**src/rtl/shift_seq.sv**
```systemverilog
// Byte-serial shift sequencer: SLL/SRL/SRA on an NBYTES-wide operand, one byte per clock.
// Define SHIFT_SEQ_ROT_EN to turn op=11 into rotate-left; otherwise op=11 passes the operand through.
module shift_seq #(
    parameter int NBYTES = 2
) (
    input  logic                  clk,
    input  logic                  rst,
    input  logic                  start,
    input  logic [1:0]            op,
    input  logic [8*NBYTES-1:0]   a,
    input  logic [2:0]            shamt,
    output logic                  busy,
    output logic                  done,
    output logic [8*NBYTES-1:0]   y
);
    localparam int W  = 8 * NBYTES;
    localparam int CW = $clog2(NBYTES);
    localparam int EW = W + 16;

    localparam logic [1:0] S_IDLE = 2'd0;
    localparam logic [1:0] S_RUN  = 2'd1;
    localparam logic [1:0] S_DONE = 2'd2;

    localparam logic [1:0] OP_SLL = 2'b00;
    localparam logic [1:0] OP_SRL = 2'b01;
    localparam logic [1:0] OP_SRA = 2'b10;
    localparam logic [1:0] OP_ROL = 2'b11;

    function automatic logic [7:0] sll8(input logic [7:0] x, input logic [3:0] n);
        return x << n;
    endfunction

    function automatic logic [7:0] srl8(input logic [7:0] x, input logic [3:0] n);
        return x >> n;
    endfunction

    function automatic logic [7:0] sra8(input logic [7:0] x, input logic [3:0] n);
        return $signed(x) >>> n;
    endfunction

    logic [1:0]    state_q, state_d;
    logic [CW-1:0] cnt_q, cnt_d;
    logic [W-1:0]  a_q, a_d;
    logic [1:0]    op_q, op_d;
    logic [2:0]    shamt_q, shamt_d;
    logic [W-1:0]  y_q, y_d;

    logic          right;
    logic [CW:0]   idx;
    logic [EW-1:0] ext;
    logic [7:0]    cur, lo, hi, res;
    logic [3:0]    s4, inv;
    logic          s_zero;
    logic [CW+3:0] lo_sh, cur_sh, hi_sh;

    always_comb begin
        state_d = state_q;
        cnt_d   = cnt_q;
        a_d     = a_q;
        op_d    = op_q;
        shamt_d = shamt_q;
        y_d     = y_q;

        // Right shifts walk from the top byte down so spill comes from the byte above.
        right  = (op_q == OP_SRL) || (op_q == OP_SRA);
        idx    = right ? ((CW+1)'(NBYTES - 1) - {1'b0, cnt_q}) : {1'b0, cnt_q};
        // Zero byte padded at each end makes the edge spill terms fall out naturally.
        ext    = {8'h00, a_q, 8'h00};
        lo_sh  = {idx, 3'b000};
        cur_sh = {idx + (CW+1)'(1), 3'b000};
        hi_sh  = {idx + (CW+1)'(2), 3'b000};
        lo     = ext[7:0] | 8'(ext >> lo_sh);
        cur    = 8'(ext >> cur_sh);
        hi     = 8'(ext >> hi_sh);
        s4     = {1'b0, shamt_q};
        inv    = 4'd8 - s4;
        s_zero = (shamt_q == 3'd0);

        case (op_q)
            OP_SLL: res = sll8(cur, s4) | (s_zero ? 8'h00 : srl8(lo, inv));
            OP_SRL: res = srl8(cur, s4) | (s_zero ? 8'h00 : sll8(hi, inv));
            OP_SRA: begin
                if (idx == (CW+1)'(NBYTES - 1)) res = sra8(cur, s4);
                else res = srl8(cur, s4) | (s_zero ? 8'h00 : sll8(hi, inv));
            end
`ifdef SHIFT_SEQ_ROT_EN
            OP_ROL: begin
                if (idx == '0) lo = a_q[W-1 -: 8];
                res = sll8(cur, s4) | (s_zero ? 8'h00 : srl8(lo, inv));
            end
`endif
            default: res = cur;
        endcase

        case (state_q)
            S_IDLE: begin
                if (start) begin
                    a_d     = a;
                    op_d    = op;
                    shamt_d = shamt;
                    cnt_d   = '0;
                    state_d = S_RUN;
                end
            end
            S_RUN: begin
                y_d = (y_q & ~(W'(8'hFF) << lo_sh)) | (W'(res) << lo_sh);
                if (cnt_q == CW'(NBYTES - 1)) begin
                    cnt_d   = '0;
                    state_d = S_DONE;
                end else begin
                    cnt_d = cnt_q + CW'(1);
                end
            end
            S_DONE:  state_d = S_IDLE;
            default: state_d = S_IDLE;
        endcase
    end

    always_ff @(posedge clk) begin
        if (rst) begin
            state_q <= S_IDLE;
            cnt_q   <= '0;
            a_q     <= '0;
            op_q    <= '0;
            shamt_q <= '0;
            y_q     <= '0;
        end else begin
            state_q <= state_d;
            cnt_q   <= cnt_d;
            a_q     <= a_d;
            op_q    <= op_d;
            shamt_q <= shamt_d;
            y_q     <= y_d;
        end
    end

    assign busy = (state_q == S_RUN);
    assign done = (state_q == S_DONE);
    assign y    = y_q;

endmodule

```
**config.mk**
```make
export PLATFORM = sky130hd
export DESIGN_NAME = shift_seq
export DESIGN_NICKNAME = d
export VERILOG_FILES = /design/src/rtl/shift_seq.sv
export SDC_FILE = /design/constraint.sdc
export NUM_CORES = 1
export LEC_CHECK = 0
export ABC_AREA = 1
export CAP_MARGIN = 40
export CORE_MARGIN = 3
export CORE_UTILIZATION = 50
export CTS_CLUSTER_SIZE = 8
export DETAILED_ROUTE_END_ITERATION = 6
export PLACE_DENSITY = 0.77
export SYNTH_ARGS = -nofsm -noshare
export SYNTH_HDL_FRONTEND = slang
export SYNTH_SLANG_ARGS = --single-unit
```
**constraint.sdc**
```tcl
create_clock -name clk -period 2 [get_ports clk]
set_input_delay 0.2 -clock clk [delete_from_list [all_inputs] [get_ports clk]]
set_output_delay 0.2 -clock clk [all_outputs]
set_load 0.05 [all_outputs]
```
== Word-level counts from Yosys, hierarchy flattened ==
Index checks and enable logic that the tools add are counted.
Widths: inputs -> output; s select.

* Bits in registers: 40
* Input port bits: 24
* Word-level logic and storage cells: 52

* Add/sub/neg operators: 5
* Eq/ne operators: 7
* Shift-type cells: 10
* Multiplexer cells: 11
* Bitwise gates (word level): 5
* Reduce and logical (&&, ||, !) cells: 8

{| class="wikitable"
|+ Operators by type and width
! operator !! count
|-
| $shr 24x5->8 || 3
|-
| $mux 8 || 3
|-
| $pmux 8 s3 || 1
|-
| $and 16x16->16 || 1
|-
| $not 16->16 || 1
|-
| $or 16x16->16 || 1
|-
| $or 8x8->8 || 2
|-
| $shl 8x5->16 || 1
|-
| $shl 8x5->16 const A || 1
|-
| $shl 8x3->8 || 1
|-
| $shl 8x4->8 || 1
|-
| $shr 8x3->8 || 1
|-
| $shr 8x4->8 || 1
|-
| $sshr 8x3->8 || 1
|-
| $eq 2x1->1 const B || 3
|-
| $mux 2 || 3
|-
| $reduce_and 2->1 || 3
|-
| $eq 2x2->1 const B || 2
|-
| $logic_not 2->1 || 2
|-
| $pmux 2 s2 || 1
|-
| $sub 4x3->4 const A || 1
|-
| $logic_not 3->1 || 1
|-
| $add 2x1->2 const B || 1
|-
| $add 2x2->2 const B || 1
|-
| 8 further kinds || 9
|}

== Longest topological paths before layout ==
* Depth after elaboration: 12
* Gate-level depth with buffers: 17
* Depth with buffers taken out: 17

== Worst setup path after synthesis ==
No wires, ideal clock.

* Path type: reg-to-reg
* From: register shamt_q[1]
* To: register (tool-made name)
* Data arrival time: 2084 ps
* Required time: 1930 ps
* Slack: -154 ps
* Stages on the path, launching flop included: 16
* Path buffers: 2
* Path through: dfxtp_1 -> buf_4 -> inv_1 -> buf_1 -> ha_1 -> ha_1 -> inv_1 -> nor2_2 -> inv_1 -> a21oi_1 -> nor2_1 -> nand2_1 -> a21oi_1 -> nand3_1 -> nand2_1 -> a21oi_1

{| class="wikitable"
|+ RTL lines
! item !! line !! RTL
|-
| start: declaration || 45 || <nowiki>logic [2:0] shamt_q, shamt_d;</nowiki>
|-
| start signal: assignment || 132 || <nowiki>shamt_q <= shamt_d;</nowiki>
|}

==> out/metrics.csv <==
metric,value,unit
outcome,finished with violations,
failing checks,negative setup slack,
Worst Setup SP,op_q[0]$_SDFFE_PP0P_,
Via-to-Cell Ratio,5.73,
initial core utilization,0.526,
fin crit share,1.05,
Die Area,6860,um2
Internal Power,0.00188,W
worst skew pair latency,300,ps
Highest Clock Rate,475,MHz
Clk network pwr share,0.177,
clock skew,16.3,ps
final hold vios,0,
worst-margin pin slew,804,ps
Setup Total Neg Slack,-621,ps
final core utilization,0.759,
Total GRT Usage,0.293,
register area share after synthesis,0.272,
GP Congestion,0.978,
CTS tree,done,
Yosys cell types,28,
number of global-route vias before repair,3310,
critical path arrival,2290,ps
minimum clock period after layout,2100,ps
Mapped Cells,492,
Sequential Power Share,0.276,
Vias,3734,
hold buffer count at CTS,0,
Die Wd,82.8,um
HP Class,reg2reg,
"commonest non-fill, non-tap cell in the layout",nand2_1,
Yosys warning total,0,
placed insts,636,
critical-path cell list,inv_2 > ha_4 > inv_6 > nand2_8 > nand2_8 > buf_12 > nand3_1 > nand2_2 > nand3_2 > nand2_1 > inv_2 > nand2_1 > a21oi_2 > nand3_2 > nand2_2 > a21oi_1,
GRT overflow,0,
pin count of the biggest net entering global routing,40,
CP max stage cell,dfxtp_2,
Core Box Area,5610,um2
share of cells above drive strength 1,0.284,
Mean Syn Cell Area,5.99,um2
first-pass detailed-route iteration total,5,
I/O pins,42,
"Data required, critical path",2190,ps
initial antenna violation count,0,
"antenna viol nets, final",0,
Yosys reg bits,40,
Post-Place Cell Area,3770,um2
clk sinks,40,
maxcap violations,0,
# setup viols final,13,
fin nets,609,
relative slew slack,0.463,
hold path start,a_q[2]$_SDFFE_PP0P_,
"delay-heaviest family, CP",simple AND/OR/NAND/NOR gates,
Post-Syn Area,2950,um2
Max Root-Sink Buffers,2,
Post-Route WL,10800,um
Final Power,0.00340,W
PD cells,799,nW/um2
Root Driver,clkbuf_8,
"Buf+Inv Stages, Crit Path",4,
worst setup margin,-104,ps
Post-Synthesis Net Count,522,
CTS H-tree depth,2,
Leak,1.93,nW
Worst path max stage delay,360,ps
Comb power frac,0.547,
Startpoint Class,flop,
CTS buffer count,5,
Inserted Diodes,0,
P&R area growth vs syn,44.4,%
input/output buffers,41,
post-DP HPWL,7710,um
Die Height,82.8,um
Worst Path Max Fanout,13,
P_sw,0.00152,W
sw frac,0.447,
RSZ-0062 raised after global routing,true,
Max VDD drop,0.000524,V
Critical Path End Type,flop,
first-pass GRT wire length,16500,um
Final Instance Area,4260,um2
DRC viols,0,
"CTS clk-pin slew, worst paths",80,ps
Routed wire per std cell,16.6,um
num rows,27,
initial detailed-routing violation count,479,
Max Slew Vio Count,0,
Crit Path Category,reg2reg,
"commonest cells after routing, fill and taps aside","116 x nand2_1, 62 x nand3_1, 59 x buf_4, 44 x o21ai_0, 40 x clkdlybuf4s50_1",
fin cells,652,
reg2reg start,op_q[0]$_SDFFE_PP0P_,
Fillers,458,
==> what timing repair did <==
item / 4_1_cts / 5_1_grt
hold endpoints to repair: 0 / 0
gates cloned: 1 / 1
resized for setup: 32 / 57
endpoints found under the setup margin: 16 / 17
pin swaps: 10 / 21
setup buffers: 4 / 2
==> power by group through the flow <==
stage	clock (W)	sequential [W]	combinational, W
2_1_floorplan	0	0.00106	0.000876
3_3_place_gp	0	0.000946	0.00153
3_5_place_dp	0	0.000948	0.00155
4_1_cts	0.000593	0.000934	0.00166
5_1_grt	0.000630	0.000949	0.00200
6_report	0.000602	0.000940	0.00186
==> cell usage after synthesis (all sizes together) <==
| master | count | area [um2] |
|---|---|---|
| nand2 | 147 | 584 |
| o211ai | 2 | 15.0 |
| nand3b | 1 | 7.51 |
| inv | 39 | 146 |
| nand4 | 5 | 31.3 |
| nand3 | 87 | 470 |
| clkinv | 1 | 3.75 |
| a32oi | 1 | 8.76 |
| dfxtp | 40 | 801 |
| o21ai | 59 | 295 |
| nor3 | 4 | 25.0 |
| a21oi | 41 | 205 |
| buf | 16 | 109 |
| clkbuf | 10 | 37.5 |
| ha | 6 | 75.1 |
| nor2 | 33 | 134 |
==> through the flow <==
| step | worst slack (ps) | hold WS, ps |
|---|---|---|
| finish | -104 | 501 |
| global route | -211 | 534 |
| CTS | 3.32 | 502 |
| detailed placement | -194 | 492 |
| global placement | -130 | 486 |
| floorplan | 6.00 | 269 |
==> worst min-delay path: stages, from the launching register on <==
cell	delay, ps
dfxtp_1	310
inv_1	80
a21oi_1	60
==> routing by layer <==
metal  GRT usage  routed length (um)
met2       0.460                5010
met5           0                   0
met1       0.404                4710
met3      0.0437                 742
met4       0.110                 364
==> path summary, 6_finish.rpt <==
check	endpoint	cells after the start	slack, ps
max	flop	16	-100
min	a_q[2]$_SDFFE_PP0P_	2	500
min reg2reg	a_q[2]$_SDFFE_PP0P_	2	500
max reg2reg	flop	16	-100
==> cell type report <==
cell class / count / area [um2] / share of cell area
flip-flops and latches: 40 / 806 / 0.189
inverters: 40 / 156 / 0.0367
repair buffers: 104 / 918 / 0.216
multi-input cells: 388 / 2190 / 0.514
clock inverters: 2 / 15.0 / 0.00353
clock buffers: 6 / 82.6 / 0.0194
well taps: 72 / 90.1 / 0.0212
==> cells by family after synthesis <==
logic type,synth area share
and+or+nand+nor,0.425
adders and majority gates,0.0255
DFF,0.272
AOI/OAI and AO/OA,0.178
buffers and inverters,0.101
No activity file was read; power rests on OpenSTA's default activity.
